File: src/rtl/serial_add_pkg.sv
// Shared definitions for the bit-serial adder: FSM state encoding and sizing constants.
package serial_add_pkg;

  localparam int WIDTH_DEF = 8;
  localparam int CNT_W     = $clog2(WIDTH_DEF);

  typedef enum logic [1:0] {
    IDLE  = 2'd0,
    SHIFT = 2'd1,
    DONE  = 2'd2
  } state_t;

endpackage

File: src/rtl/fa_cell.sv
// One-bit full adder used as the serial adder's arithmetic core.
module fa_cell (
  input  logic a,
  input  logic b,
  input  logic cin,
  output logic s,
  output logic cout
);

  assign s    = a ^ b ^ cin;
  assign cout = (a & b) | (cin & (a ^ b));

endmodule

File: src/rtl/serial_add_ctrl.sv
// Bit-serial adder: captures A/B/cin on accept, adds one bit per cycle LSB first,
// and publishes {cout,sum} only on entry to DONE.
module serial_add_ctrl
  import serial_add_pkg::*;
#(
  parameter int WIDTH = WIDTH_DEF
) (
  input  logic             clk,
  input  logic             rst,
  input  logic             start,
  input  logic [WIDTH-1:0] a,
  input  logic [WIDTH-1:0] b,
  input  logic             cin,
  output logic             ready,
  output logic             busy,
  output logic             done,
  output logic [WIDTH-1:0] sum,
  output logic             cout
);

  localparam int            CW       = $clog2(WIDTH);
  localparam logic [CW-1:0] CNT_LAST = CW'(WIDTH - 32'sd1);
  localparam logic [CW-1:0] CNT_ONE  = CW'(32'sd1);

  state_t           state_r;
  state_t           state_nxt_s;
  logic [WIDTH-1:0] a_r;
  logic [WIDTH-1:0] b_r;
  logic [WIDTH-2:0] res_r;
  logic [WIDTH-1:0] res_nxt_s;
  logic [WIDTH-1:0] sum_r;
  logic             carry_r;
  logic             cout_r;
  logic [CW-1:0]    cnt_r;
  logic             fa_sum_s;
  logic             fa_carry_s;
  logic             accept_s;
  logic             last_s;

  fa_cell u_fa (
    .a    (a_r[0]),
    .b    (b_r[0]),
    .cin  (carry_r),
    .s    (fa_sum_s),
    .cout (fa_carry_s)
  );

  assign ready    = (state_r == IDLE) || (state_r == DONE);
  assign busy     = (state_r == SHIFT);
  assign done     = (state_r == DONE);
  assign accept_s = ready & start;
  assign last_s   = (cnt_r == CNT_LAST);
  assign sum      = sum_r;
  assign cout     = cout_r;

  // The newest sum bit enters at the MSB so the first (LSB) bit lands at bit 0 after WIDTH shifts.
  assign res_nxt_s = {fa_sum_s, res_r};

  // Next-state decode; start is only honoured while ready.
  always_comb begin
    state_nxt_s = state_r;
    case (state_r)
      IDLE: begin
        if (start) state_nxt_s = SHIFT;
        else       state_nxt_s = IDLE;
      end
      SHIFT: begin
        if (last_s) state_nxt_s = DONE;
        else        state_nxt_s = SHIFT;
      end
      DONE: begin
        if (start) state_nxt_s = SHIFT;
        else       state_nxt_s = IDLE;
      end
      default: state_nxt_s = IDLE;
    endcase
  end

  // State register.
  always_ff @(posedge clk) begin
    if (rst) state_r <= IDLE;
    else     state_r <= state_nxt_s;
  end

  // Operand shifters, running carry, partial result and bit counter.
  always_ff @(posedge clk) begin
    if (rst) begin
      a_r     <= {WIDTH{1'b0}};
      b_r     <= {WIDTH{1'b0}};
      res_r   <= {(WIDTH-1){1'b0}};
      carry_r <= 1'b0;
      cnt_r   <= {CW{1'b0}};
    end else if (accept_s) begin
      a_r     <= a;
      b_r     <= b;
      res_r   <= {(WIDTH-1){1'b0}};
      carry_r <= cin;
      cnt_r   <= {CW{1'b0}};
    end else if (state_r == SHIFT) begin
      a_r     <= {1'b0, a_r[WIDTH-1:1]};
      b_r     <= {1'b0, b_r[WIDTH-1:1]};
      res_r   <= res_nxt_s[WIDTH-1:1];
      carry_r <= fa_carry_s;
      cnt_r   <= cnt_r + CNT_ONE;
    end else begin
      a_r     <= a_r;
      b_r     <= b_r;
      res_r   <= res_r;
      carry_r <= carry_r;
      cnt_r   <= cnt_r;
    end
  end

  // Visible result: committed only on the final shift so it never shows partial sums.
  always_ff @(posedge clk) begin
    if (rst) begin
      sum_r  <= {WIDTH{1'b0}};
      cout_r <= 1'b0;
    end else if ((state_r == SHIFT) && last_s) begin
      sum_r  <= res_nxt_s;
      cout_r <= fa_carry_s;
    end else begin
      sum_r  <= sum_r;
      cout_r <= cout_r;
    end
  end

endmodule

File: config.mk
export PLATFORM = sky130hd
export DESIGN_NAME = serial_add_ctrl
export DESIGN_NICKNAME = d
export VERILOG_FILES = /design/src/rtl/serial_add_pkg.sv /design/src/rtl/fa_cell.sv /design/src/rtl/serial_add_ctrl.sv
export SDC_FILE = /design/constraint.sdc
export NUM_CORES = 1
export LEC_CHECK = 0
export BUFFER_PORTS_ARGS = -buffer_cell sky130_fd_sc_hd__buf_2
export CAP_MARGIN = 20
export CORE_UTILIZATION = 30
export DETAILED_ROUTE_END_ITERATION = 6
export GPL_ROUTABILITY_DRIVEN = 1
export PLACE_DENSITY = 0.53
export RECOVER_POWER = 100
export SLEW_MARGIN = 20
export SYNTH_ARGS = -nofsm -noshare
export SYNTH_HDL_FRONTEND = slang
export SYNTH_SLANG_ARGS = --single-unit
File: constraint.sdc
create_clock -name clk -period 1.2 [get_ports clk]
set_input_delay 0.18 -clock clk [delete_from_list [all_inputs] [get_ports clk]]
set_output_delay 0.18 -clock clk [all_outputs]
set_load 0.02 [all_outputs]
==> run_results.csv, run 1 <==
group,metric,value,unit
status,status,"complete, but fails checks",
status,violations,"negative setup slack",
drt,initialDrtViolationCount,74,
clock_network,clock_tree.root_cell,"clkbuf_8",
synth,ys_seq_elements,38,
clock_network,cts_tree,"done",
cells_and_area,area_growth,45.1,%
synth,synth_top_family_by_area,"simple AND/OR/NAND/NOR gates",
drt,ant_nets,0,
synth,syn-mean-instance-area,8.64,um^2
setup_path,required,1.02,ns
floorplanning,die_w,73.4,um
clock_network,clkTransAtPathRegs,0.07,ns
floorplanning,fp.dieH,73.4,um
timing,hold_viol_final,0,
pwr,p_total,2770,uW
setup_path,path_cells,"buf_6 -> nor2b_1 -> buf_4",
setup_path,cp-end-kind,"output port",
placed_design,post-place-cells,277,
drt,drc,0,
placed_design,dpl_cell_area,1820,um^2
setup_path,path_class,"reg2out",
cells_and_area,finish.instance_area,2220,um^2
timing,setup-violations-final,1,
placed_design,post-place-ws,-0.0626,ns
worst_hold_path,hold_class,"in2reg",
timing,timing.final.ws_setup,-0.0109,ns
timing,finalMaxSlewViolations,0,
setup_path,worst-path-max-fanout,4,
placed_design,port_buffers,31,
clock_network,cts_sinks,38,
pwr,p_per_area,1250,nW/um^2
synth,synth.area.mux_share,0.655,%
clock_network,cts_hold_buffers,0,
global_route,grt_max_degree,29,
synth,yosysWarnings,0,
global_route,grt_use_total,15.4,%
setup_path,critPathMaxStageDelay,0.37,ns
synth,synth-simple-area-share,23.5,%
pwr,switching_power,745,uW
synth,synth-xor-area-share,0.573,%
cells_and_area,drive_gt1_share,39.6,%
setup_path,path_delay_family,"flip-flops",
synth,syn_nets,200,
synth,synth_cell_types,27,
global_route,grt-ovfl-total,0,
global_route,grt_pass1_vias,1407,
setup_path,crit_path_top_delay_cell,"dfxtp_4",
cells_and_area,layout_common_cells,"34 x dfxtp_1, 32 x nand2_1, 19 x buf_2",
drt,routed_wl,3940,um
floorplanning,core_area,4820,um^2
setup_path,cp.arrival,1.03,ns
timing,finalCritPeriodShare,101,%
synth,synth_adder_area_share,2.95,%
job,max_cap_violations,0,
placed_design,place.gp.congestion,0.669,
drt,vias,1393,
cells_and_area,diodes,0,
pwr,vdd_ir_drop_max,0.416,mV
clock_network,cts_buffers,5,
timing,worst_pin_slew,0.253,ns
timing,max_slew_margin,83.2,%
global_route,grt_antenna_before_repair,0,
setup_path,worstPathBufferInverterCount,2,
cells_and_area,nets,247,
cells_and_area,layout_commonest_cell,"dfxtp_1",
timing,period_needed,1.21,ns
clock_network,clk_latency,0.29,ns
pwr,leakage,0.000809,uW
cells_and_area,final_cells,292,
clock_network,htree_levels,2,
synth,syn-cell-area,1530,um^2
synth,synthCells,177,
global_route,grt_pass1_wl,6180,um
pwr,intPower,2030,uW
synth,seq_area_frac_synth,49.8,%
floorplanning,io_pins,32,
drt,wl_per_cell,13.5,um
setup_path,startpoint_type,"flop",
cells_and_area,final_util,46.1,%
drt,first_pass_iters,4,
floorplanning,row_count,25,
clock_network,cts_buffer_depth,2,
placed_design,dp.final_hpwl,2250,um
timing,rsz0062_at_grt,"yes",
pwr,clkPwrFrac,32.7,%
floorplanning,initial_core_util,31.7,%
synth,synth_compound_area_share,14.9,%
pwr,p_comb_share,17.7,%
timing,fmax,826,MHz
timing,final.setup_skew,0.00414,ns
floorplanning,dieArea,5390,um^2
pwr,swShare,26.9,%
pwr,sequentialPowerShare,49.6,%
drt,vias_per_cell,4.77,
[power groups by stage]
stage	clock, uW	combinational (uW)	sequential, uW
global route	987	530	1380
detailed placement	0	348	1380
floorplan	0	244	1380
CTS	939	401	1360
global placement	0	349	1380
finish	907	489	1370
[state kept, by name, indices dropped and copies added, names as in the netlist]
name / cells
b_r: 8
cout: 1
state_r: 2
a_r: 8
carry_r: 1
sum: 8
res_r: 7
cnt_r: 3
[stage by stage]
stage | hold slack, ns | setup TNS [ns]
4_1_cts | 0.138 | -0.0539
3_5_place_dp | 0.446 | -0.421
5_1_grt | 0.157 | -0.613
3_3_place_gp | 0.443 | -0.153
6_report | 0.147 | -0.0109
2_1_floorplan | 0.316 | 0
[worst register-to-register path, cell delays in order (launching register included)]
cell and delay (ns):
dfxtp_2 0.34, ha_4 0.16, ha_4 0.15, nand3b_1 0.15
buf_6 0.16, nand2_1 0.07, a21oi_2 0.11
[cells in the mapped netlist (all sizes together)]
cell type | n | area (um^2)
a21oi | 21 | 105
a22oi | 2 | 15.0
a311oi | 5 | 50.0
buf | 12 | 93.8
clkbuf | 2 | 8.75
dfxtp | 38 | 761
fa | 1 | 20.0
ha | 2 | 25.0
inv | 2 | 15.0
mux2i | 1 | 10.0
nand2 | 38 | 143
nand2b | 3 | 21.3
nand3 | 12 | 60.1
nand3b | 1 | 7.51
nor2 | 8 | 30.0
nor2b | 2 | 12.5
nor3 | 17 | 85.1
o21a | 1 | 7.51
o22ai | 8 | 50.1
xnor2 | 1 | 8.76
[cells by family after synthesis]
kind of cell               after synthesis
AOI/OAI and AO/OA                       37
xor gates and xnor gates                 1
adders and majority gates                3
buffers and inverters                   16
DFF                                     38
muxes                                    1
and+or+nand+nor                         81
[timing repair]
action | CTS | global route
setup buffers | 3 | 3
gates cloned | 1 | 1
endpoints found under the hold margin | 0 | 0
pin swaps | 4 | 14
gates resized for setup | 23 | 43
endpoints found under the setup margin | 17 | 27
[final timing paths]
path / start / end / depth (start not counted) / slack (ns)
min: a[7] / a_r[7]$_SDFFE_PP0P_ / 3 / 0.15
max: state_r[0]$_SDFF_PP0_ / done / 3 / -0.01
max reg2reg: cnt_r[0]$_SDFFE_PP0N_ / sum[6]$_SDFFE_PP0P_ / 6 / 0
min reg2reg: sum[7]$_SDFFE_PP0P_ / sum[7]$_SDFFE_PP0P_ / 2 / 0.45
[layout make-up]
class                           instances  area [um^2]
Fill cell                             515         2600
Multi-Input combinational cell        123          828
Sequential cell                        38          768
Timing Repair Buffer                   53          403
Clock buffer                            7         86.3
Tap cell                               67         83.8
Inverter                                2         23.8
Timing Repair inverter                  1         20.0
Clock inverter                          1         5.00
[layer usage]
layer | routed length (um) | GRT usage, % | up-vias
met4 | 68 | 7.69 | 0
met2 | 1900 | 25.9 | 22
met1 | 1840 | 17.7 | 655
li1 | - | - | 709
met3 | 142 | 4.53 | 7
met5 | 0 | 0 | -
(Power assumes the default switching activity.)
==> run 2: changes to the inputs <==
- CELL_PAD_IN_SITES_DETAIL_PLACEMENT: unset -> 0
- CELL_PAD_IN_SITES_GLOBAL_PLACEMENT: unset -> 1
- MAX_ROUTING_LAYER: unset -> met4
- PLACE_DENSITY: 0.53 -> 0.66
==> run 2 against run 1 <==
Compared with the run above:
- the run still ends with negative setup slack left
- non-clock buffer count rose by 3
- clock-buffer cell count decreased by 2
- total power decreased by 3.7%
- final cell count increased by 0.68%
- global-route usage is 0.52 points higher
==> run_results.csv, run 2 (synthesis gave the netlist of run 1 again) <==
group,metric,value,unit
status,status,"complete, but fails checks",
status,violations,"negative setup slack",
cells_and_area,fillers,508,
drt,vias,1416,
clock_network,cts_sinks,38,
pwr,vdd_ir_drop_max,0.405,mV
clock_network,clk_latency,0.29,ns
setup_path,path_class,"reg2reg",
timing,finalCritPeriodShare,101,%
drt,vias_per_cell,4.82,
timing,period_needed,1.21,ns
setup_path,reg2reg_to,"state_r[1]$_SDFF_PP0_",
floorplanning,fp.dieH,73.4,um
timing,finalMaxSlewViolations,0,
drt,routed_wl,3880,um
cells_and_area,final_util,46.2,%
cells_and_area,drive_gt1_share,40.1,%
job,max_cap_violations,0,
cells_and_area,nets,250,
cells_and_area,layout_common_cells,"33 x dfxtp_1, 25 x nand2_1, 21 x buf_2",
setup_path,cp.arrival,1.43,ns
drt,initialDrtViolationCount,117,
setup_path,reg2reg_depth,6,
setup_path,required,1.42,ns
drt,drc,0,
timing,max_slew_margin,83.0,%
cells_and_area,finish.instance_area,2230,um^2
floorplanning,die_w,73.4,um
setup_path,critPathMaxStageDelay,0.35,ns
setup_path,crit_start,"cnt_r[1]$_SDFFE_PP0N_",
setup_path,crit_end,"state_r[1]$_SDFF_PP0_",
clock_network,cts_tree,"done",
floorplanning,initial_core_util,31.7,%
clock_network,clkTransAtPathRegs,0.07,ns
timing,hold_viol_final,0,
global_route,grt_use_total,15.9,%
pwr,leakage,0.000820,uW
setup_path,worst-path-max-fanout,3,
drt,first_pass_iters,4,
floorplanning,dieArea,5390,um^2
cells_and_area,area_growth,45.6,%
floorplanning,core_area,4820,um^2
global_route,grt_max_degree,29,
timing,setup-violations-final,4,
clock_network,cts_hold_buffers,0,
setup_path,crit_path_top_delay_cell,"dfxtp_2",
global_route,grt_pass1_wl,6230,um
timing,timing.final.ws_setup,-0.00761,ns
setup_path,rr_startpoint,"cnt_r[1]$_SDFFE_PP0N_",
setup_path,cp-end-kind,"flop",
drt,wl_per_cell,13.2,um
placed_design,dpl_cell_area,1860,um^2
clock_network,cts_buffer_depth,2,
setup_path,path_cells,"ha_4 -> ha_4 -> nand3b_1 -> buf_4 -> buf_4 -> nor2_1",
floorplanning,row_count,25,
drt,ant_nets,0,
global_route,grt_antenna_before_repair,0,
timing,rsz0062_at_grt,"yes",
placed_design,port_buffers,31,
timing,worst_pin_slew,0.256,ns
clock_network,clock_tree.root_cell,"clkbuf_8",
timing,fmax,828,MHz
cells_and_area,diodes,0,
floorplanning,io_pins,32,
global_route,grt-ovfl-total,0,
cells_and_area,layout_commonest_cell,"dfxtp_1",
clock_network,htree_levels,2,
timing,final.setup_skew,0.00427,ns
clock_network,cts_buffers,5,
pwr,p_per_area,1200,nW/um^2
worst_hold_path,hold_class,"in2reg",
placed_design,dp.final_hpwl,2310,um
global_route,grt_pass1_vias,1363,
setup_path,startpoint_type,"flop",
placed_design,place.gp.congestion,0.718,
setup_path,ff2ff_setup_slack,-0.008,ns
## run 2: changes by cell type in the layout (fill, tap and decap cells not counted), moves of 4 or more
cell     previous run  this run
nand2_2             4        11
nor3_2              4         0
nand2_1            32        25
nor3_1             11        17
## run 2: worst min path at each step
stage | start | end | slack (ns) | depth (start not counted)
finish | a[7] | a_r[7]$_SDFFE_PP0P_ | 0.14 | 3
detailed placement | a[7] | a_r[7]$_SDFFE_PP0P_ | 0.44 | 3
CTS | a[7] | a_r[7]$_SDFFE_PP0P_ | 0.13 | 3
floorplan | a[7] | a_r[7]$_SDFFE_PP0P_ | 0.32 | 2
global route | a[7] | a_r[7]$_SDFFE_PP0P_ | 0.15 | 3
global placement | sum[5]$_SDFFE_PP0P_ | sum[5]$_SDFFE_PP0P_ | 0.44 | 2
## run 2: timing repair
item,CTS,global route
setup endpoints to repair,17,20
gates cloned,2,2
resized for setup,36,24
setup buffers,6,0
pin swaps,18,13
## run 2: metrics by stage
stage / cells / setup TNS [ns] / hold slack (ns) / total power (uW) / setup slack [ns]
2_1_floorplan: 177 / 0 / 0.316 / 1620 / 0.00478
3_3_place_gp: 279 / -0.00291 / 0.443 / 1750 / -0.00291
3_5_place_dp: 279 / -0.253 / 0.441 / 1750 / -0.0377
4_1_cts: 294 / -0.168 / 0.133 / 2630 / -0.0253
5_1_grt: 294 / -0.504 / 0.153 / 2800 / -0.0653
6_report: 294 / -0.0134 / 0.135 / 2670 / -0.00761
## run 2: critical path: cells and delay by family, from the launching register on
kind | cells | cell delay (ns)
adders and majority gates | 2 | 0.26
buffers and inverters | 2 | 0.31
and+or+nand+nor | 2 | 0.23
DFF | 1 | 0.35
## run 2: cell type report
type / instances / area, um^2 / area share (%)
Timing Repair inverter: 1 / 8.76 / 0.393
Sequential cell: 38 / 769 / 34.6
Timing Repair Buffer: 56 / 483 / 21.7
Inverter: 2 / 23.8 / 1.07
Tap cell: 67 / 83.8 / 3.77
Clock buffer: 5 / 68.8 / 3.09
Clock inverter: 2 / 10.0 / 0.450
Multi-Input combinational cell: 123 / 778 / 35.0
## run 2: metal layers
layer	routed length [um]	GRT usage [%]
met5	0	-
met4	57	7.91
met3	133	4.12
met2	1840	24.3
met1	1860	19.4
## run 2: where the power goes
group	leakage (uW)	switching, uW	total [uW]	internal [uW]
clock	0.0000438	432	822	390
combinational	0.000464	233	483	250
sequential	0.000312	41.5	1360	1320
==> run 3: changes to the inputs <==
- PLACE_DENSITY: 0.66 -> 0.64
- REMOVE_ABC_BUFFERS: unset -> 1
- clock period: 1.2 -> 1.24 ns (I/O delays scaled with it)
==> run 3 against run 2 <==
Compared with the run above:
- the run now ends clean
- global-route usage is 1.2 points lower
- sequential share of layout area is 3.8 points higher
- hold slack worse by 0.014 ns
- final cell count is 2.7% lower
- worst setup slack better by 0.050 ns
- final area is 9.9% lower
- via count is 1.3% lower
- highest routed layer unchanged
==> run_results.csv, run 3 (synthesis gave the netlist of run 1 again) <==
group,metric,value,unit
global_route,grt_pass1_wl,5840,um
placed_design,port_buffers,31,
job,max_cap_violations,0,
global_route,grt_pass1_vias,1351,
clock_network,clkTransAtPathRegs,0.07,ns
drt,drc,0,
setup_path,cp-end-kind,"output port",
clock_network,clk_latency,0.29,ns
timing,worst_pin_slew,0.255,ns
setup_path,cp.arrival,1.01,ns
global_route,grt_antenna_before_repair,0,
cells_and_area,finish.instance_area,2000,um^2
floorplanning,initial_core_util,31.7,%
drt,vias,1397,
floorplanning,row_count,25,
drt,first_pass_iters,4,
timing,finalMaxSlewViolations,0,
cells_and_area,diodes,0,
timing,final.setup_skew,0.00715,ns
setup_path,critPathMaxStageDelay,0.33,ns
drt,vias_per_cell,4.88,
timing,period_needed,1.20,ns
clock_network,cts_buffer_depth,2,
placed_design,place.gp.congestion,0.699,
floorplanning,io_pins,32,
timing,max_slew_margin,83.1,%
global_route,grt_max_degree,21,
timing,setup-violations-final,0,
floorplanning,dieArea,5390,um^2
floorplanning,core_area,4820,um^2
timing,whs,0.121,ns
clock_network,cts_sinks,38,
clock_network,htree_levels,2,
placed_design,dp.final_hpwl,2390,um
cells_and_area,area_growth,31.1,%
timing,finalCritPeriodShare,96.6,%
drt,met3_length,178,um
timing,rsz0062_at_grt,"yes",
global_route,grt-ovfl-total,0,
floorplanning,die_w,73.4,um
placed_design,post-place-cells,272,
cells_and_area,layout_common_cells,"36 x nand2_1, 33 x dfxtp_1, 20 x buf_2",
setup_path,crit_path_top_delay_cell,"dfxtp_2",
setup_path,path_cells,"nand2b_4 -> inv_16 -> buf_8",
drt,top_layer_used,"met4",
drt,initialDrtViolationCount,57,
placed_design,dpl_cell_area,1790,um^2
setup_path,path_delay_family,"flip-flops",
clock_network,cts_tree,"done",
floorplanning,fp.dieH,73.4,um
pwr,p_per_area,1240,nW/um^2
cells_and_area,final_cells,286,
setup_path,startpoint_type,"flop",
cells_and_area,layout_commonest_cell,"nand2_1",
setup_path,path_class,"reg2out",
global_route,grt_use_total,14.7,%
drt,wl_per_cell,12.5,um
drt,routed_wl,3570,um
timing,fmax,835,MHz
status,status,"complete, no violations",
timing,hold_viol_final,0,
drt,wl_met1,1650,um
drt,wl_met2,1690,um
clock_network,cts_buffers,5,
pwr,leakage,0.000735,uW
setup_path,worstPathBufferInverterCount,2,
drt,ant_nets,0,
setup_path,worst-path-max-fanout,4,
clock_network,clock_tree.root_cell,"clkbuf_8",
cells_and_area,fillers,517,
worst_hold_path,hold_class,"in2reg",
setup_path,required,1.05,ns
pwr,vdd_ir_drop_max,0.616,mV
cells_and_area,drive_gt1_share,29.2,%
cells_and_area,nets,242,
## run 3: changes by cell type in the layout (fill, tap and decap cells not counted), moves of 2 or more
| cell | previous run | this run |
|---|---|---|
| o22ai_1 | 6 | 8 |
| nand2_1 | 25 | 36 |
| buf_12 | 6 | 2 |
| nand2_4 | 2 | 0 |
| buf_6 | 6 | 4 |
| a21oi_1 | 16 | 19 |
| a21oi_2 | 5 | 2 |
| clkbuf_16 | 2 | 0 |
| o22ai_2 | 2 | 0 |
| nand2_2 | 11 | 2 |
## run 3: worst register-to-register path, delay by kind of cell (launching register included)
family,cells,cell delay [ns]
adder cells (fa/ha/maj),2,0.31
buffers and inverters,1,0.15
AND/OR/NAND/NOR,2,0.18
AO/OA/AOI/OAI,1,0.13
flip-flops,1,0.34
## run 3: path summary, 6_finish.rpt
path	endpoint	slack, ns	depth (start not counted)	start
worst max-delay path	busy	0.04	3	state_r[1]$_SDFF_PP0_
worst min-delay path	b_r[7]$_SDFFE_PP0P_	0.12	2	rst
worst max register to register	sum[5]$_SDFFE_PP0P_	0.06	6	cnt_r[0]$_SDFFE_PP0N_
worst min register to register	sum[6]$_SDFFE_PP0P_	0.46	2	sum[6]$_SDFFE_PP0P_
## run 3: stage by stage
| step | worst slack, ns | utilization (%) | power [uW] | TNS, ns |
|---|---|---|---|---|
| final | 0.0428 | 41.6 | 2480 | 0 |
| after global routing | -0.00664 | 41.6 | 2580 | -0.00751 |
| after CTS | -0.00503 | 40.6 | 2500 | -0.00503 |
| after detailed placement | -0.0298 | 37.1 | 1670 | -0.127 |
| after global placement | -0.00961 | 37.1 | 1660 | -0.0105 |
| after floorplan | -0.313 | - | 1510 | -8.57 |
## run 3: area by class of cell
type | count | area, um^2 | area share (%)
clock buffer | 5 | 68.8 | 3.43
clock inverter | 2 | 10.0 | 0.499
inverter | 2 | 23.8 | 1.19
multi-input combinational | 123 | 708 | 35.3
sequential | 38 | 769 | 38.4
tap | 67 | 83.8 | 4.18
timing repair buffer | 48 | 332 | 16.5
timing repair inverter | 1 | 8.76 | 0.437
## run 3: power by group
group / internal, uW / switching (uW)
logic: 173 / 201
clock network: 377 / 407
registers: 1280 / 38.5
total: 1830 / 646
## run 3: per-layer routing
| layer | vias up | GRT usage [%] |
|---|---|---|
| li1 | 697 | - |
| met1 | 654 | 17.0 |
| met2 | 39 | 24.1 |
| met3 | 7 | 3.70 |
| met4 | 0 | 6.84 |
| met5 | - | - |
## run 3: timing repair
item / CTS / global route
pin swaps: 1 / 6
gates cloned: 1 / 0
resized for setup: 14 / 16
buffers inserted: 5 / 2
hold buffers: 0 / 0
setup endpoints to repair: 14 / 14
